<file path="config.mk">
export PLATFORM = sky130hd
export DESIGN_NAME = zspi_ports
export DESIGN_NICKNAME = d
export VERILOG_FILES = /design/src/rtl/zspi_ports.sv
export SDC_FILE = /design/constraint.sdc
export NUM_CORES = 1
export LEC_CHECK = 0
export CORE_MARGIN = 5
export CORE_UTILIZATION = 55
export DETAILED_ROUTE_END_ITERATION = 8
export HOLD_SLACK_MARGIN = 0.12
export PLACE_DENSITY = 0.79
export SETUP_SLACK_MARGIN = 0.5
export SLEW_MARGIN = 30
export SYNTH_ARGS = -nofsm -noshare
export SYNTH_HDL_FRONTEND = slang
export SYNTH_SLANG_ARGS = --single-unit
</file>
<file path="constraint.sdc">
create_clock -name clk -period 2.6 [get_ports clk]
set_clock_uncertainty 0.2 [all_clocks]
set_input_delay 0.65 -clock clk [delete_from_list [all_inputs] [get_ports clk]]
set_output_delay 0.65 -clock clk [all_outputs]
set_load 0.005 [all_outputs]
</file>
<file path="src/rtl/zspi_ports.sv">
`default_nettype none
// ============================================================================
// Module   : zspi_ports
// Purpose  : Z80 I/O-port SPI master (mode 0, programmable SCK) with NCS
//            chip selects, busy/overrun status and read-triggered exchanges.
// Revision : 1.0 - initial release
// ============================================================================
module zspi_ports #(
    parameter logic [7:0] CFG_PORT = 8'h77,
    parameter logic [7:0] DAT_PORT = 8'h57,
    parameter logic [7:0] DIV_PORT = 8'h37,
    parameter int         NCS      = 2,
    parameter logic [7:0] DIV_RST  = 8'd3
) (
    input  logic           clk,
    input  logic           rst_n,
    input  logic [7:0]     a,
    input  logic [7:0]     din,
    output logic [7:0]     dout,
    input  logic           iorq_n,
    input  logic           rd_n,
    input  logic           wr_n,
    output logic [NCS-1:0] cs_n,
    output logic           sck,
    output logic           mosi,
    input  logic           miso,
    output logic           busy
);

    typedef enum logic [1:0] {
        ST_IDLE = 2'd0,
        ST_LOW  = 2'd1,
        ST_HIGH = 2'd2
    } state_t;

    localparam int c_WR_CFG = 0;
    localparam int c_RD_CFG = 1;
    localparam int c_WR_DIV = 2;
    localparam int c_WR_DAT = 3;
    localparam int c_RD_DAT = 4;

    logic [4:0]     w_strb;
    logic [4:0]     r_strb;
    logic [4:0]     w_rise;
    logic           w_cfg_rd_end;
    logic           w_dat_go;

    state_t         r_state;
    logic [NCS-1:0] r_cs_n;
    logic [7:0]     r_div;
    logic [7:0]     r_dact;
    logic [7:0]     r_cnt;
    logic [2:0]     r_bit;
    logic [7:0]     r_sh;
    logic [7:0]     r_rx;
    logic [7:0]     r_rx_data;
    logic           r_sck;
    logic           r_mosi;
    logic           r_busy;
    logic           r_ovr;

    assign w_strb[c_WR_CFG] = (a == CFG_PORT) & ~iorq_n & ~wr_n;
    assign w_strb[c_RD_CFG] = (a == CFG_PORT) & ~iorq_n & ~rd_n;
    assign w_strb[c_WR_DIV] = (a == DIV_PORT) & ~iorq_n & ~wr_n;
    assign w_strb[c_WR_DAT] = (a == DAT_PORT) & ~iorq_n & ~wr_n;
    assign w_strb[c_RD_DAT] = (a == DAT_PORT) & ~iorq_n & ~rd_n;

    assign w_rise       = w_strb & ~r_strb;
    // Overrun is cleared once the status access ends, so the Z80 still sees it set.
    assign w_cfg_rd_end = r_strb[c_RD_CFG] & ~w_strb[c_RD_CFG];
    assign w_dat_go     = w_rise[c_WR_DAT] | w_rise[c_RD_DAT];

    always_comb begin
        dout = 8'hFF;
        if (a == CFG_PORT) begin
            dout           = 8'h00;
            dout[7]        = r_busy;
            dout[6]        = r_ovr;
            dout[NCS-1:0]  = r_cs_n;
        end else if (a == DAT_PORT) begin
            dout = r_rx_data;
        end
    end

    always_ff @(posedge clk) begin
        if (!rst_n) begin
            r_strb    <= '0;
            r_state   <= ST_IDLE;
            r_cs_n    <= '1;
            r_div     <= DIV_RST;
            r_dact    <= DIV_RST;
            r_cnt     <= 8'd0;
            r_bit     <= 3'd0;
            r_sh      <= 8'hFF;
            r_rx      <= 8'hFF;
            r_rx_data <= 8'hFF;
            r_sck     <= 1'b0;
            r_mosi    <= 1'b1;
            r_busy    <= 1'b0;
            r_ovr     <= 1'b0;
        end else begin
            r_strb <= w_strb;

            if (w_rise[c_WR_CFG]) begin
                r_cs_n <= din[NCS-1:0];
            end

            if (w_cfg_rd_end) begin
                r_ovr <= 1'b0;
            end
            if (w_rise[c_WR_DIV]) begin
                if (r_busy) begin
                    r_ovr <= 1'b1;
                end else begin
                    r_div <= din;
                end
            end
            if (w_dat_go && r_busy) begin
                r_ovr <= 1'b1;
            end

            case (r_state)
                ST_IDLE: begin
                    if (w_dat_go) begin
                        // A write supplies the byte; a read clocks out all ones.
                        r_sh    <= w_rise[c_WR_DAT] ? din    : 8'hFF;
                        r_mosi  <= w_rise[c_WR_DAT] ? din[7] : 1'b1;
                        r_cnt   <= 8'd0;
                        r_bit   <= 3'd0;
                        r_dact  <= r_div;
                        r_busy  <= 1'b1;
                        r_state <= ST_LOW;
                    end
                end
                ST_LOW: begin
                    if (r_cnt == r_dact) begin
                        r_sck   <= 1'b1;
                        r_rx    <= {r_rx[6:0], miso};
                        r_cnt   <= 8'd0;
                        r_state <= ST_HIGH;
                    end else begin
                        r_cnt <= r_cnt + 8'd1;
                    end
                end
                ST_HIGH: begin
                    if (r_cnt == r_dact) begin
                        r_sck <= 1'b0;
                        r_cnt <= 8'd0;
                        if (r_bit == 3'd7) begin
                            r_rx_data <= r_rx;
                            r_busy    <= 1'b0;
                            r_mosi    <= 1'b1;
                            r_state   <= ST_IDLE;
                        end else begin
                            r_sh    <= {r_sh[6:0], 1'b0};
                            r_mosi  <= r_sh[6];
                            r_bit   <= r_bit + 3'd1;
                            r_state <= ST_LOW;
                        end
                    end else begin
                        r_cnt <= r_cnt + 8'd1;
                    end
                end
                default: begin
                    r_state <= ST_IDLE;
                end
            endcase
        end
    end

    assign cs_n = r_cs_n;
    assign sck  = r_sck;
    assign mosi = r_mosi;
    assign busy = r_busy;

endmodule
`default_nettype wire

</file>
**Yosys cells after proc, flatten, opt, wreduce, memory -nomap -nowiden**

Cells that the tools add are included.
W data, S select, Z words.

- Logic and storage cells: 96
- Output and inout bits: 13
- Input bits: 22
- Flip-flop bits (word level): 63

- Reduce and logical (&&, ||, !) cells: 16
- Add/sub/neg operators: 2
- Eq/ne operators: 12
- Bitwise gates (word level): 17
- Muxes and demuxes: 35

Operators with widths:

| operator | count |
|---|---|
| $mux W8 | 4 |
| $mux W7 | 4 |
| $eq A8 B7 Y1 const B | 2 |
| $pmux W8 S2 | 1 |
| $mux W1 | 14 |
| $pmux W7 S2 | 1 |
| $reduce_and A3 Y1 | 4 |
| $ne A2 B2 Y1 const B | 5 |
| $and A1 B1 Y1 | 9 |
| $mux W3 | 3 |
| $add A8 B1 Y8 const B | 1 |
| $eq A8 B6 Y1 const B | 1 |
| $eq A8 B8 Y1 | 1 |
| $reduce_and A2 Y1 | 4 |
| $reduce_and A4 Y1 | 2 |
| $mux W2 | 3 |
| $pmux W1 S2 | 3 |
| $pmux W2 S3 | 1 |
| $pmux W3 S2 | 1 |
| $reduce_bool A2 Y1 | 3 |
| $and A5 B5 Y5 | 1 |
| $not A1 Y1 | 5 |
| $not A5 Y5 | 1 |
| $add A3 B1 Y3 const B | 1 |
| 7 further kinds | 7 |

**Depth between registers and ports, before layout**

Gate-level depths: netlist of run 1.

- Depth in word-level cells: 9
- Gate-level depth with buffers: 8
- Depth with buffers taken out: 6

**Worst setup path after synthesis of run 1**

No wires, ideal clock.

- Kind: input -> output
- Start point: in a[7]
- End point: out dout[1]
- Path buffers: 1
- Data required time: 1.750 ns
- Setup slack: 0.200 ns
- Stages on the path: 4
- Data arrival time: 1.550 ns
- Path through: nand4bb_1 > or2_2 > clkbuf_1 > o22a_1

- Word-level cells in the longest chain between the ends: 3
- Elaborated cells between the ends (all ways): 4
- Classes of those cells: 2 x eq/ne; 2 x mux

Ends and longest elaborated chain:

| item | RTL line | source |
|---|---|---|
| start, declared | 17 | `input logic [7:0] a,` |
| $eq A8 B7 Y1 | 80 | `end else if (a == DAT_PORT) begin` |
| $mux W8 | 80 |  |
| $mux W8 (*) | 75 | `if (a == CFG_PORT) begin` |
| end, declared | 19 | `output logic [7:0] dout,` |

Every way passes the cells marked *; elsewhere a longest branch is shown, timed or not.

**Worst setup path after layout of run 1**

- Start point: in a[7]
- End point: out dout[0]

Same word-level chain as after synthesis.

==> metrics, run 1 <==
outcome finished with violations; failing checks setup timing; Layout area overhead 51.41%; warnings from Yosys 0; switching portion of total power 25.39%; Req. time, crit path 1750 ps; Hold Startpoint sck; crit-path max FO 4; synth cell count leaders 63 x dfxtp_1, 32 x nor2_1, 28 x mux2i_1, 28 x nand2_1, 17 x nand3_1; antenna violations before repair 0; Max Fclk 0.3771 GHz; final period utilization 102.0%; leak pwr 1.773 nW; #FFs+latches synth 63; largest net degree at the start of global routing 20; Worst Hold Class reg -> reg; post-synthesis cell type count 47; dpl cell area 3597 um2; setup TNS -99.76 ps; H-tree levels 3; initial DRC count 346; Setup Viol. Count Final 3; final worst slack -51.90 ps; net switching power 0.0005621 W; DRC 0; CTS Buf Count 9; Total GRT Usage 27.51%; Port Buffer Count 34; # Max-Cap Violations 0; die width 82.38 um; Reg power frac 44.9%; Worst Setup SP a[7]; Placement Setup Slack -601.4 ps; Worst-Margin Slew 589.4 ps; vias in the first global route 2876; num ports 35; Row Count 26; post-route design area 4363 um2; post-synthesis sequential area ratio 43.77%; syn_nets 338; reg2reg start r_state[1]; GP Congestion 0.8609; TritonCTS Sinks 63; Bufs on Longest Clock Path 2; Clock power frac 42.6%; Cells after DPL 426; root buffer cell clkbuf_8; fillers 268; Internal 0.001652 W; die area 6786 um2; core area 5107 um2; Fin. Hold Viols 0; Total Nets Final 429; Cells after Synth 309; Comb pwr share 12.6%; via count 2881; Clk Latency, worst-skew pair 350 ps; maximum vdd drop 430.5 uV; Die Span Y 82.38 um; Syn Area/Cell 9.325 um2; first-pass GRT wire length 13920 um; Util after Layout 85.42%; post-detailed-placement half-perimeter wirelength 5042 um; top-count cell post-synth dfxtp_1; ys async rst share 0%; fin. max-slew vios 0; # hold bufs at CTS 0; fin crit period 2652 ps; RSZ-0062 raised after global routing true; Yosys top cell area share 43.77%; DR pass1 iterations 5; WP data arrival 1800 ps; Area contributors post-synth dfxtp_1 44%, mux2i_1 9.7%, nor2_1 4.2%; PD cells 507.5 nW/um2; Top FF cell, synth dfxtp_1; Diodes inserted 0; Layout Cells excl Fill 475; clk slew on worst S/H paths 70 ps; number of synthesized flops with an enable pin 0; Critical Path End Type output pin; Avg WL per Cell 20.09 um; global route overflow 0; layout cells sized above 1 40.74%; CP startpoint kind primary input; TritonCTS clock tree done; DRT antenna net count 0; CP Class in -> out; Starting Density 56.42%; area leader, netlist dfxtp_1; Post-Route WL 9543 um; Rel. slew slack 60.70%; DR vias/cell 6.065; mapped cell area 2882 um2
==> path summary, 6_finish.rpt <==
kind | endpoint | slack, ps | cells after the start
max reg2reg | r_state[0] | 350 | 6
min reg2reg | sck | 280 | 2
min | sck | 280 | 2
max | dout[0] | -50 | 7
==> metrics by stage <==
step           power (W)  hold slack [ps]
3_5_place_dp    0.001193            256.1
2_1_floorplan   0.001114            237.0
3_3_place_gp    0.001188            250.9
4_1_cts         0.002176            277.3
6_report        0.002214            276.3
5_1_grt         0.002281            297.8
==> area by class of cell <==
| type | instances | area (um2) | share of cell area (%) |
|---|---|---|---|
| multi-input combinational | 223 | 1899 | 43.53 |
| sequential | 63 | 1272 | 29.17 |
| timing repair buffer | 96 | 855.8 | 19.62 |
| clock buffer | 9 | 123.9 | 2.839 |
| clock inverter | 7 | 97.59 | 2.237 |
| tap | 70 | 87.58 | 2.007 |
| inverter | 7 | 26.28 | 0.6022 |
==> flip-flops by register name, summed over array words and instances, names as in the netlist, 3 cells and up <==
signal     flops
r_bit          3
r_strb         5
r_dact         8
r_sh           7
r_div          8
r_rx_data      8
r_cnt          8
r_rx           8
==> worst max-delay path, stage by stage <==
cell	delay, ps
buf_6	90
and4bb_2	330
nand4_1	150
buf_6	170
buf_6	110
o22a_1	180
buf_2	120
==> per-layer routing <==
layer / vias up / GRT usage (%) / wire length [um]
met1: 1394 / 32.95 / 3732
met2: 167 / 46.55 / 4676
met4: 0 / 11.13 / 319
li1: 1283 / - / -
met3: 37 / 7.267 / 813
met5: - / 0 / 0
==> cell usage in the layout (no fill, tap or decap), types with 3 or more instances in the layout <==
cell,netlist,layout
o21ai_4,0,3
nand2b_4,1,3
nand2_1,28,27
ha_1,7,7
nor2b_1,9,9
dfxtp_1,63,56
nand4_1,3,3
clkbuf_8,0,9
xor2_2,0,5
buf_4,0,40
clkdlybuf4s50_1,0,13
nor2_2,0,6
o21ai_2,0,10
mux2i_1,28,27
a31oi_1,3,3
nand3_1,17,16
nand4b_1,3,3
xnor2_1,5,4
buf_2,2,14
o22a_1,5,5
a21oi_2,0,3
dfxtp_2,0,6
nor2_1,32,26
nor4_4,2,5
buf_6,1,20
a21oi_1,6,3
o21a_1,4,4
o311ai_2,0,5
nor3_4,1,4
xor2_1,9,4
inv_1,7,7
==> repair_timing <==
| action | CTS | global route |
|---|---|---|
| setup buffers | 22 | 7 |
| resized for setup | 133 | 33 |
| endpoints found under the hold margin | 0 | 0 |
| endpoints found under the setup margin | 61 | 63 |
| pin swaps | 39 | 25 |
| cloned | 4 | 0 |
==> power by group through the flow <==
stage	clock network, W	registers, W	logic, W
5_1_grt	0.000998	0.000994	0.000289
3_5_place_dp	0	0.00101	0.000182
3_3_place_gp	0	0.00101	0.000178
4_1_cts	0.000950	0.000990	0.000235
2_1_floorplan	0	0.00101	0.000106
6_report	0.000943	0.000994	0.000278
==> logic make-up after synthesis <==
| family | count (synthesis) | share of synthesized area [%] |
|---|---|---|
| multiplexers | 28 | 9.726 |
| AO/OA/AOI/OAI | 51 | 12.68 |
| AND/OR/NAND/NOR | 122 | 23.06 |
| adder cells (fa/ha/maj) | 7 | 3.039 |
| buffers and inverters | 24 | 3.474 |
| XOR/XNOR | 14 | 4.255 |
| flip-flops | 63 | 43.77 |
No activity file was read; power rests on OpenSTA's default activity.
==> run 2: changes to the inputs <==
Settings changed: ABC_AREA set to 1, CORE_UTILIZATION 55 to 63, DONT_BUFFER_PORTS set to 1, TNS_END_PERCENT set to 5.
==> metrics, run 2 <==
Setup Viol. Count Final 0; outcome finished clean; core area 4723 um2; Synth Area in Simple Gates 29.61%; number of synthesized flops with an enable pin 0; fin. max-slew vios 0; Rel. slew slack 75.75%; Clk Latency, worst-skew pair 340 ps; Port Buffer Count 0; Area contributors post-synth dfxtp_1 41%, nand2_1 11%, nor2_1 5.9%; PD cells 597.8 nW/um2; initial DRC count 122; Placement Setup Slack 317.8 ps; Total GRT Usage 21.40%; final worst slack 488.8 ps; final period utilization 81.20%; H-tree levels 3; Worst Hold Class in -> reg; WL met2 3267 um; layout cells sized above 1 18.57%; DR pass1 iterations 4; maximum vdd drop 410.5 uV; Adder-Cell Fraction of Synth Area 2.851%; wl on met1 2928 um; Synth Area in XOR/XNOR 2.851%; Fin. Hold Viols 0; # hold bufs at CTS 0; GP Congestion 0.8657; highest metal layer with signal wires met4; TritonCTS Sinks 63; die width 79.83 um; die area 6372 um2; multiplexer share of the synthesized area 0%; top-count cell post-synth nand2_1; post-synthesis cell type count 37; fillers 374; Register-to-Register Path Depth 8; Top FF cell, synth dfxtp_1; setup TNS 0 ps; Total Nets Final 444; ys async rst share 0%; CP startpoint kind primary input; most frequent cells in the layout 83 x nand2_1, 63 x dfxtp_1, 45 x nor2_1, 32 x inv_1, 32 x o21ai_0; DR vias/cell 5.324; largest family of logic cells by synthesized area simple AND/OR/NAND/NOR gates; #FFs+latches synth 63; Max Fclk 0.4737 GHz; vias in the first global route 2425; fin crit period 2111 ps; Post-Route WL 6652 um; Worst-Margin Slew 362.4 ps; metal3 WL 376 um; post-synthesis sequential area ratio 41.06%; Bufs on Longest Clock Path 2; # Max-Cap Violations 0; DRC 0; WP data arrival 1260 ps; hold path cells 1; largest net degree at the start of global routing 38; synth cell count leaders 89 x nand2_1, 63 x dfxtp_1, 48 x nor2_1, 36 x inv_1, 32 x o21ai_0; mapped cell area 3072 um2; RSZ-0062 raised after global routing true; CTS Buf Count 9; Starting Density 65.03%; crit-path max FO 5; root buffer cell clkbuf_8; num ports 35; first-pass GRT wire length 10870 um; Compound-Gate Fraction of Synth Area 15.03%; Diodes inserted 0; antenna violations before repair 0; CP Class in -> out; most common cell after layout, fill and taps aside nand2_1; post-detailed-placement half-perimeter wirelength 4511 um; warnings from Yosys 0; via count 2593; Layout area overhead 12.06%; Avg WL per Cell 13.66 um; syn_nets 440; Die Span Y 79.83 um; global route overflow 0; TritonCTS clock tree done; Yosys top cell area share 41.06%; Row Count 25; leak pwr 1.534 nW; Syn Area/Cell 7.474 um2; clk slew on worst S/H paths 70 ps; DRT antenna net count 0; Cells after Synth 411; Req. time, crit path 1750 ps; area leader, netlist dfxtp_1; Critical Path End Type output pin
run 2: cell count changes in the layout (fill, tap and decap cells not counted), sizes merged, moves of 7 or more:
cell / before / now
o211ai: 1 / 13
nor2b: 9 / 0
clkdlybuf4s50: 13 / 0
o21ai: 15 / 32
nand2: 28 / 98
nand3: 17 / 30
inv: 7 / 44
o311ai: 7 / 0
buf: 78 / 8
a21oi: 6 / 24
mux2i: 28 / 0
nor2: 32 / 54
run 2: logic make-up (layout without fill, tap and decap cells):
group,Yosys count,count (layout)
compound gates,75,75
xor+xnor,10,10
fa+ha+maj,7,7
buf+inv,61,69
flops,63,63
simple gates,195,196
run 2: repair_timing:
item | 4_1_cts | 5_1_grt
pin swaps | 3 | 9
setup buffers | 2 | 2
setup endpoints to repair | 8 | 33
resized for setup | 6 | 21
cloned | 0 | 1
run 2: metal layers:
layer  vias to the layer above  GRT usage [%]
li1                       1345              -
met1                      1169          27.92
met2                        72          34.22
met3                         7          4.289
met4                         0          9.291
met5                         -              0
run 2: power breakdown:
group          switching (W)  internal [W]  total, W
clock network       0.000389      0.000566  0.000955
logic              0.0000726     0.0000393  0.000112
registers         0.00000987      0.000981  0.000991
total               0.000471       0.00159   0.00206
run 2: worst paths after layout:
check	from	end	slack (ps)
setup / recovery	a[3]	dout[6]	490
hold / removal	iorq_n	r_strb[3]	180
setup reg to reg	r_state[1]	r_cnt[1]	620
hold reg to reg	r_bit[2]	r_bit[2]	270
run 2: stage by stage:
step | instance area, um2 | power, W | util [%] | hold WS (ps) | instances
after detailed placement | 3095 | 0.001115 | 65.54 | 254.7 | 466
after floorplan | 3074 | 0.001105 | - | 229.2 | 411
final | 3442 | 0.002058 | 72.87 | 177.1 | 487
after global placement | 3095 | 0.001111 | 65.54 | 247.5 | 466
after global routing | 3442 | 0.002126 | 72.87 | 170.8 | 487
after CTS | 3353 | 0.002058 | 70.99 | 173.4 | 484
run 2: critical path: stages:
cell	delay [ps]
inv_6	30
nand2_4	50
nor2_4	80
buf_4	120
nand2_4	80
o22ai_2	170
inv_1	80
run 2: cell type report:
cell class | count | area [um2] | share of cell area, %
Multi-Input combinational cell | 288 | 1635 | 47.51
Sequential cell | 63 | 1261 | 36.64
Inverter | 45 | 178.9 | 5.198
Clock buffer | 11 | 141.4 | 4.108
Tap cell | 67 | 83.83 | 2.435
Clock inverter | 5 | 81.33 | 2.363
Timing Repair Buffer | 8 | 60.06 | 1.745
